--- config.mk ---
export PLATFORM = sky130hd
export DESIGN_NAME = enc_ntom_flat
export DESIGN_NICKNAME = d
export VERILOG_FILES = /design/src/rtl/enc_ntom_if.sv /design/src/rtl/enc_ntom.sv /design/src/flat_wrapper.sv
export SDC_FILE = /design/constraint.sdc
export NUM_CORES = 1
export LEC_CHECK = 0
export ABC_AREA = 1
export BUFFER_PORTS_ARGS = -buffer_cell sky130_fd_sc_hd__buf_2
export CAP_MARGIN = 5
export CORE_MARGIN = 3
export CORE_UTILIZATION = 45
export DETAILED_ROUTE_END_ITERATION = 12
export GPL_TIMING_DRIVEN = 0
export PLACE_DENSITY = 0.74
export SYNTH_ARGS = -nofsm -noshare
export SYNTH_HDL_FRONTEND = slang
export SYNTH_SLANG_ARGS = --single-unit
--- constraint.sdc ---
create_clock -name clk -period 1.1 [get_ports clk]
set_input_delay 0.33 -clock clk [delete_from_list [all_inputs] [get_ports clk]]
set_output_delay 0.33 -clock clk [all_outputs]
set_load 0.005 [all_outputs]
--- src/rtl/enc_ntom_if.sv ---
// Handshake bundle for enc_ntom: capture enable and request lines in, granted index out.
// The master side drives requests and ready; the slave side (the encoder) drives Dout/valid/pending.
interface enc_ntom_if #(
    parameter int N = 8,
    parameter int M = 3
);
    logic         _en;
    logic [N-1:0] Din;
    logic         ready;
    logic [M-1:0] Dout;
    logic         valid;
    logic [N-1:0] pending;

    modport master (
        output _en, Din, ready,
        input  Dout, valid, pending
    );

    modport slave (
        input  _en, Din, ready,
        output Dout, valid, pending
    );
endinterface

--- src/rtl/enc_ntom.sv ---
// Registered N-to-M priority encoder with sticky pending requests and a valid/ready grant.
// Define ROUND_ROBIN_EN to rotate priority from the last accepted index instead of fixed MSB-first.
module enc_ntom #(
    parameter int N = 8,
    parameter int M = 3
) (
    input  logic      clk,
    input  logic      rst,
    enc_ntom_if.slave bus
);

    if (N < 2 || N > (2 ** M)) begin : gen_bad_params
        $error("enc_ntom: N must satisfy 2 <= N <= 2**M");
    end

    typedef enum logic {IDLE, HOLD} state_t;

    localparam logic [N-1:0] ONE_HOT_BASE = {{(N-1){1'b0}}, 1'b1};

    state_t       state_q, state_d;
    logic [N-1:0] pending_q, pending_d;
    logic [M-1:0] dout_q, dout_d;
    logic [M-1:0] sel;
    logic [N-1:0] clr;
    logic         accept;

    assign accept = (state_q == HOLD) && bus.ready;

`ifdef ROUND_ROBIN_EN
    // startQ is where the next search begins, i.e. one below the last accepted index.
    logic [M-1:0] start_q, start_d;

    always_comb begin
        sel = '0;
        for (int k = N - 1; k >= 0; k--) begin
            if (pending_q[(int'(start_q) + N - k) % N]) begin
                sel = M'((int'(start_q) + N - k) % N);
            end
        end
    end

    always_comb begin
        start_d = start_q;
        if (accept) begin
            start_d = (dout_q == '0) ? M'(N - 1) : dout_q - 1'b1;
        end
    end

    always_ff @(posedge clk) begin
        if (rst) begin
            start_q <= M'(N - 1);
        end else begin
            start_q <= start_d;
        end
    end
`else
    always_comb begin
        sel = '0;
        for (int k = 0; k < N; k++) begin
            if (pending_q[k]) begin
                sel = M'(k);
            end
        end
    end
`endif

    // A fresh capture of the bit being cleared re-arms it, so set wins over clear.
    always_comb begin
        clr       = accept ? (ONE_HOT_BASE << dout_q) : '0;
        pending_d = (pending_q & ~clr) | (bus._en ? '0 : bus.Din);
        state_d   = state_q;
        dout_d    = dout_q;
        case (state_q)
            IDLE: begin
                if (pending_q != '0) begin
                    dout_d  = sel;
                    state_d = HOLD;
                end
            end
            HOLD: begin
                if (bus.ready) begin
                    state_d = IDLE;
                end
            end
            default: state_d = IDLE;
        endcase
    end

    always_ff @(posedge clk) begin
        if (rst) begin
            state_q   <= IDLE;
            pending_q <= '0;
            dout_q    <= '0;
        end else begin
            state_q   <= state_d;
            pending_q <= pending_d;
            dout_q    <= dout_d;
        end
    end

    assign bus.Dout    = dout_q;
    assign bus.valid   = (state_q == HOLD);
    assign bus.pending = pending_q;

endmodule

--- src/flat_wrapper.sv ---
// flat-port wrapper written by rule: the top's interface ports become plain ports
module enc_ntom_flat 
#(
    parameter int N = 8,
    parameter int M = 3
)
  (clk, rst, bus__en, bus_Din, bus_ready, bus_Dout, bus_valid, bus_pending);
  enc_ntom_if #(.N(N), .M(M)) bus_i ();
  input  logic clk;
  input  logic rst;
  input wire logic [$bits(bus_i._en)-1:0] bus__en;
  input wire logic [$bits(bus_i.Din)-1:0] bus_Din;
  input wire logic [$bits(bus_i.ready)-1:0] bus_ready;
  output wire logic [$bits(bus_i.Dout)-1:0] bus_Dout;
  output wire logic [$bits(bus_i.valid)-1:0] bus_valid;
  output wire logic [$bits(bus_i.pending)-1:0] bus_pending;
  assign bus_i._en = bus__en;
  assign bus_i.Din = bus_Din;
  assign bus_i.ready = bus_ready;
  assign bus_Dout = bus_i.Dout;
  assign bus_valid = bus_i.valid;
  assign bus_pending = bus_i.pending;
  enc_ntom #(.N(N), .M(M)) u_core (.clk(clk), .rst(rst), .bus(bus_i));
endmodule
* Word level (Yosys, flattened, before mapping)
Index checks and enable logic that the tools add are counted.
Storage, ports and cells: word-level logic and storage cells 23, output and inout bits 12, input bits 12, register bits 12
Operators by class: reduce and logical (&&, ||, !) cells 3, mux-type cells 12, bitwise operators 4, shift operators 1
Operators by type and width (count):
- 3-bit two-way mux | 6
- 8-bit two-way mux | 2
- 8-bit AND | 1
- 8-bit NOT | 1
- 8-bit bitwise OR | 1
- 8-bit nonzero test | 1
- 1-bit by 3-bit << shifter with 8-bit output (first input constant) | 1
- 1-bit two-way mux | 3
- 1-bit case mux with 2 select lines | 1
- 2-bit AND reduction | 1
- 1-bit logical AND | 1
- 1-bit NOT | 1

* Depth between registers and ports, before layout
Gate-level depths: netlist of run 1.
depth in word-level cells 7, mapped depth 7, mapped depth without buffers 7

* Worst setup path before layout of run 1
Ideal clock, no wire load.
kind reg2reg, start register u_core.state_q, in the netlist u_core.bus.valid, end register u_core.pending_q[0], in the netlist u_core.bus.pending[0], cell stages (with the launch flop) 5, arrival 858 ps, required time 966 ps, library setup time 134 ps, path slack 108 ps, cells stage by stage dfxtp_1 nand2_1 or2_1 o21ai_1 a21oi_1
Between the ends: cells in the longest elaborated chain, start to end 5
RTL lines:
- start: declaration | RTL line enc_ntom.sv:20 | state_t state_q, state_d;
- start signal: assignment | RTL line enc_ntom.sv:95 | state_q <= state_d;
- 1-bit logical AND | RTL line enc_ntom.sv:27 | assign accept = (state_q == HOLD) && bus.ready;
- 8-bit two-way mux | RTL line enc_ntom.sv:69 | clr = accept ? (ONE_HOT_BASE << dout_q) : '0;
- 8-bit NOT | RTL line enc_ntom.sv:70 | pending_d = (pending_q & ~clr) | (bus._en ? '0 : bus.Din);
- 8-bit AND | RTL line enc_ntom.sv:70
- 8-bit bitwise OR | RTL line enc_ntom.sv:70
- end signal: assignment | RTL line enc_ntom.sv:96 | pending_q <= pending_d;
- end: declaration | RTL line enc_ntom.sv:21 | logic [N-1:0] pending_q, pending_d;
Every way passes these cells. A chain may end at the register's enable or synchronous reset.

* Final worst setup path of run 1
start register u_core.pending_q[6], in the netlist u_core.bus.pending[6], end output port bus_pending[6]
RTL lines:
- end: declaration | RTL line flat_wrapper.sv:16 | output wire logic [$bits(bus_i.pending)-1:0] bus_pending;
No word-level cell between the ends.

==> impl_metrics.json, run 1 <==
{
  "status": "finished, final reports clean",
  "path_cells": "buf_6",
  "vias_per_cell": 4.80,
  "tightest_slew_ns": 0.488,
  "critPathLaunchType": "flip-flop",
  "whs_path_depth": 3,
  "crit_required_ns": 0.77,
  "drc_errors": 0,
  "h-tree-depth": 1,
  "core_area_um2": 1170,
  "routed_wirelength_mm": 1.44,
  "power_density_nw_per_um2": 1390,
  "critPathCaptureType": "output port",
  "dieArea_um2": 1800,
  "grt_pass1_vias": 561,
  "r2r_start": "u_core.bus.valid",
  "cts_tree": "built",
  "numClockSinks": 12,
  "final_nets": 126,
  "rsz0062_at_grt": "yes",
  "critPathMaxStageDelay_ns": 0.37,
  "clockRootBuffer": "clkbuf_4",
  "min-delay-start": "bus_Din[6]",
  "routedWlPerCell_um": 11.3,
  "finClkSkew_ns": 0.00246,
  "die_x_um": 42.4,
  "rrSetupSlack_ns": 0.04,
  "stdcell_count": 127,
  "pre_cts_ws_ns": 0.0330,
  "slew-limit-headroom": 0.675,
  "finalWorstSetupSlack_ns": 0.0195,
  "grt_pass1_wl_mm": 2.35,
  "syn2layout_area_growth_pct": 41.2,
  "place_congestion": 0.834,
  "hold_viol": 0,
  "ff2ff_path_depth": 4,
  "final.period_utilization": 0.982,
  "maxCapViolCount": 0,
  "numPortBuffers": 23,
  "synth-seq-cells": 12,
  "postCtsSetupBuffers": 0,
  "clockBufferDepth": 2,
  "antenna_found_initial": 0,
  "crit_slowest_cell": "dfxtp_4",
  "holdPathEnd": "u_core.bus.pending[6]",
  "post-route-min-period_ns": 1.08,
  "n_antenna_cell": 0,
  "die_h_um": 42.4,
  "worstPathArrival_ns": 0.75,
  "cp_num_buf_inv": 1,
  "grt_usage": 0.169,
  "dr.pass1.iters": 5,
  "clock_latency_ns": 0.27,
  "grt_max_degree": 11,
  "fin_util": 0.718,
  "ant_nets": 0,
  "cts_made_buffers": 3,
  "syn_area_per_cell_um2": 6.93,
  "ioPinCount": 24,
  "layout_common_cells": "25 x nand2_1, 16 x buf_2, 13 x inv_1, 9 x a21oi_1",
  "clock.fmax_mhz": 926,
  "path_max_fanout": 4,
  "netlist_area_um2": 596,
  "vias": 609,
  "start_util": 0.509,
  "hp-class": "in2reg",
  "synth_top_area_frac": 0.403,
  "leakage_nw": 0.412,
  "maxSlewViolCount": 0,
  "final_common_cell": "nand2_1",
  "synth_nets": 98,
  "synthTopCellsByArea": "dfxtp_1 40%, nand2_1 16%, inv_1 8.2%, a21oi_1 7.6%, nor2_4 5.7%",
  "setup_viol": 0,
  "path_delay_family": "flip-flops",
  "yosys.area.top_type": "dfxtp_1",
  "crit_type": "reg2out",
  "yosysSeqAreaShare": 0.403,
  "drtIter0Drc": 20,
  "synth_warnings": 0,
  "std_cell_rows": 12,
  "clkTransAtPathRegs_ns": 0.08,
  "dp_hpwl_mm": 1.07,
  "synth_cells": 86,
  "place_inst": 123,
  "synth.distinct_cells": 18,
  "drive_gt1_frac": 0.425,
  "rr_endpoint": "u_core.bus.pending[0]",
  "overflow": 0,
  "vdd_ir_drop_max_uv": 751
}
-- routing by layer --
layer / track usage / up-vias / share of wire
met2: 0.289 / 22 / 0.48
met1: 0.214 / 263 / 0.44
li1: - / 322 / -
met5: 0 / - / 0
met3: 0.0386 / 2 / 0.077
met4: 0.0373 / 0 / 0.0070
-- report_power, final --
group	total (mW)	leakage [nW]	switching [mW]	internal, mW
sequential	0.530	0.105	0.0499	0.480
clock	0.354	0.0210	0.153	0.201
combinational	0.288	0.286	0.151	0.137
total	1.17	0.412	0.354	0.818
-- cell type report --
| class | count | area [µm²] |
|---|---|---|
| clock buffers | 4 | 36.3 |
| multi-input cells | 60 | 305 |
| plain buffers | 1 | 3.75 |
| fillers | 101 | 330 |
| repair buffers | 23 | 159 |
| inverters | 13 | 48.8 |
| well taps | 14 | 17.5 |
| flip-flops and latches | 12 | 270 |
-- what timing repair did --
item | 4_1_cts | 5_1_grt
gates resized for setup | 11 | 18
endpoints found under the setup margin | 10 | 15
hold buffers | 0 | 0
gates cloned | 0 | 0
endpoints found under the hold margin | 0 | 0
-- per-stage QoR --
stage	setup TNS, ns	hold WS, ns	instance area, µm²	power, mW
2_1_floorplan	0	0.479	596	0.693
3_3_place_gp	0	0.482	728	0.780
3_5_place_dp	0	0.488	728	0.787
4_1_cts	0	0.293	779	1.14
5_1_grt	-0.0993	0.296	841	1.25
6_report	0	0.291	841	1.17
-- sequential cells by signal, summed over array words and instances, names as in the netlist --
register,flops
u_core.bus.Dout,3
u_core.bus.valid,1
u_core.bus.pending,8
-- cells by family (layout without fill, tap and decap cells) --
family,count (synthesis),count (layout),synth area share
flops,12,12,0.403
buf+inv,14,41,0.0882
compound gates,21,21,0.197
simple gates,39,39,0.311
-- Yosys cell counts --
| master | n |
|---|---|
| nor2_1 | 6 |
| dfxtp_1 | 12 |
| o21ai_0 | 4 |
| nand2_2 | 1 |
| or2_1 | 1 |
| a211oi_1 | 1 |
| a21oi_1 | 9 |
| clkbuf_1 | 1 |
| a21boi_0 | 1 |
| o21ai_2 | 1 |
| nor2_2 | 1 |
| nand2_1 | 25 |
| inv_1 | 13 |
| nor2_4 | 3 |
| o21ai_1 | 4 |
| a21oi_2 | 1 |
| nand2_4 | 1 |
| nand3_1 | 1 |
-- worst max-delay path by stage --
stage,startpoint,endpoint,slack [ns],cells after the start
CTS,u_core.bus.pending[4],bus_pending[4],0.001,1
floorplan,u_core.bus.valid,u_core.bus.pending[0],0.11,4
detailed placement,bus_ready,u_core.bus.pending[2],0.03,5
global placement,bus_ready,u_core.bus.pending[1],0.05,5
global route,u_core.bus.valid,u_core.bus.pending[0],-0.04,4
finish,u_core.bus.pending[6],bus_pending[6],0.02,1
(Power assumes the default switching activity.)
==> run 2: changes to the inputs <==
--- a/config.mk
+++ b/config.mk
@@ -6,13 +6,13 @@
 export NUM_CORES = 1
 export LEC_CHECK = 0
 export ABC_AREA = 1
-export BUFFER_PORTS_ARGS = -buffer_cell sky130_fd_sc_hd__buf_2
 export CAP_MARGIN = 5
-export CORE_MARGIN = 3
-export CORE_UTILIZATION = 45
+export CORE_AREA = 3 3 40 42
 export DETAILED_ROUTE_END_ITERATION = 12
+export DIE_AREA = 0 0 43 45
+export DONT_BUFFER_PORTS = 1
 export GPL_TIMING_DRIVEN = 0
-export PLACE_DENSITY = 0.74
+export PLACE_DENSITY = 0.58
 export SYNTH_ARGS = -nofsm -noshare
 export SYNTH_HDL_FRONTEND = slang
 export SYNTH_SLANG_ARGS = --single-unit
==> impl_metrics.json, run 2 (synthesis gave the netlist of run 1 again) <==
{
  "critPathCaptureType": "output port",
  "grt_pass1_vias": 486,
  "drtIter0Drc": 7,
  "hold_viol": 0,
  "cts_hold_buf": 0,
  "place_congestion": 0.788,
  "hp-class": "in2reg",
  "drive_gt1_frac": 0.167,
  "whs_path_depth": 2,
  "finClkSkew_ns": 0.00288,
  "cts_made_buffers": 3,
  "clock_latency_ns": 0.27,
  "cts_tree": "built",
  "vias": 539,
  "dp_hpwl_um": 993,
  "std_cell_rows": 13,
  "grt_pass1_wl_mm": 2.15,
  "h-tree-depth": 1,
  "maxCapViolCount": 0,
  "final_area_um2": 658,
  "holdPathEnd": "u_core.bus.pending[5]",
  "status": "finished, final reports clean",
  "die_h_um": 45,
  "min-delay-start": "bus_Din[5]",
  "clkTransAtPathRegs_ns": 0.08,
  "largest_reg_flops": 8,
  "rr_endpoint": "u_core.bus.pending[2]",
  "rsz0062_at_grt": "yes",
  "worstPathArrival_ns": 0.72,
  "antenna_found_initial": 0,
  "placed_area_um2": 614,
  "numPortBuffers": 0,
  "final_nets": 103,
  "dr.pass1.iters": 4,
  "crit_type": "reg2out",
  "start_util": 0.463,
  "total_power_mw": 1.09,
  "tightest_slew_ns": 0.513,
  "dieArea_um2": 1940,
  "core_area_um2": 1280,
  "clockRootBuffer": "clkbuf_4",
  "routedWlPerCell_um": 12.1,
  "power_density_nw_per_um2": 1650,
  "final.period_utilization": 0.957,
  "slew-limit-headroom": 0.658,
  "grt_usage": 0.150,
  "nFillCells": 136,
  "critPathLaunchType": "flip-flop",
  "maxSlewViolCount": 0,
  "grt_max_degree": 11,
  "overflow": 0,
  "numClockSinks": 12,
  "r2r_start": "u_core.bus.valid",
  "setup_viol": 0,
  "post-route-min-period_ns": 1.05,
  "syn2layout_area_growth_pct": 10.5,
  "clockBufferDepth": 2,
  "crit_required_ns": 0.77,
  "rrSetupSlack_ns": 0.08,
  "leakage_nw": 0.299,
  "clock.fmax_mhz": 949,
  "postCtsSetupBuffers": 0,
  "n_antenna_cell": 0,
  "routed_wirelength_mm": 1.27,
  "layout_common_cells": "25 x nand2_1, 13 x inv_1, 10 x dfxtp_1, 9 x a21oi_1, 6 x nor2_1",
  "vdd_ir_drop_max_uv": 928,
  "final_common_cell": "nand2_1",
  "vias_per_cell": 5.13,
  "ant_nets": 0,
  "drc_errors": 0,
  "tns_ns": 0,
  "ff2ff_path_depth": 4,
  "path_max_fanout": 4,
  "die_x_um": 43,
  "ioPinCount": 24
}
run 2: cell types whose count changed in the layout (fill, tap and decap cells not counted), moves of 2 or more:
cell and delta:
dfxtp_2 -5, buf_2 -16, o21ai_0 +2, dfxtp_4 -5, dfxtp_1 +10, buf_6 -7, o21ai_1 -2
run 2: cell type report:
type                    count  area [µm²]  area share
well taps                  15        18.8      0.0285
multi-input cells          60         305       0.464
clock buffers               4        36.3      0.0551
inverters                  13        48.8      0.0741
flip-flops and latches     12         245       0.373
plain buffers               1        3.75     0.00570
run 2: report_power, final:
part / switching (mW) / internal [mW] / leakage [nW]
sequential: 0.0554 / 0.476 / 0.100
combinational: 0.121 / 0.0765 / 0.178
clock: 0.159 / 0.201 / 0.0210
total: 0.335 / 0.754 / 0.299
run 2: through the flow:
stage / cells / worst slack, ns / util / hold WS [ns]
finish: 105 / 0.0468 / 0.512 / 0.188
global route: 105 / -0.0305 / 0.512 / 0.188
CTS: 105 / 0.0354 / 0.507 / 0.192
detailed placement: 101 / -0.00904 / 0.478 / 0.486
global placement: 101 / -0.00738 / 0.478 / 0.483
floorplan: 86 / 0.108 / - / 0.479
run 2: how the worst max path moves through the flow:
stage | cells after the start | slack (ns) | endpoint | start
floorplan | 4 | 0.11 | u_core.bus.pending[0] | u_core.bus.valid
global placement | 4 | -0.007 | u_core.bus.pending[2] | u_core.bus.valid
detailed placement | 4 | -0.009 | u_core.bus.pending[2] | u_core.bus.valid
CTS | 4 | 0.04 | u_core.bus.pending[2] | u_core.bus.valid
global route | 5 | -0.03 | u_core.bus.pending[6] | u_core.bus.valid
finish | 0 | 0.05 | bus_pending[6] | u_core.bus.pending[6]
run 2: metal layers:
metal  track usage  vias to the layer above  share of wire
li1              -                      277              -
met1         0.192                      238           0.46
met2         0.228                       20           0.42
met3        0.0478                        4          0.097
met4        0.0723                        0          0.018
met5             0                        -              0
run 2: repair_timing:
action / in CTS / in global routing
pin swaps: 0 / 0
endpoints found under the setup margin: 4 / 10
cloned: 0 / 0
resized for setup: 1 / 5
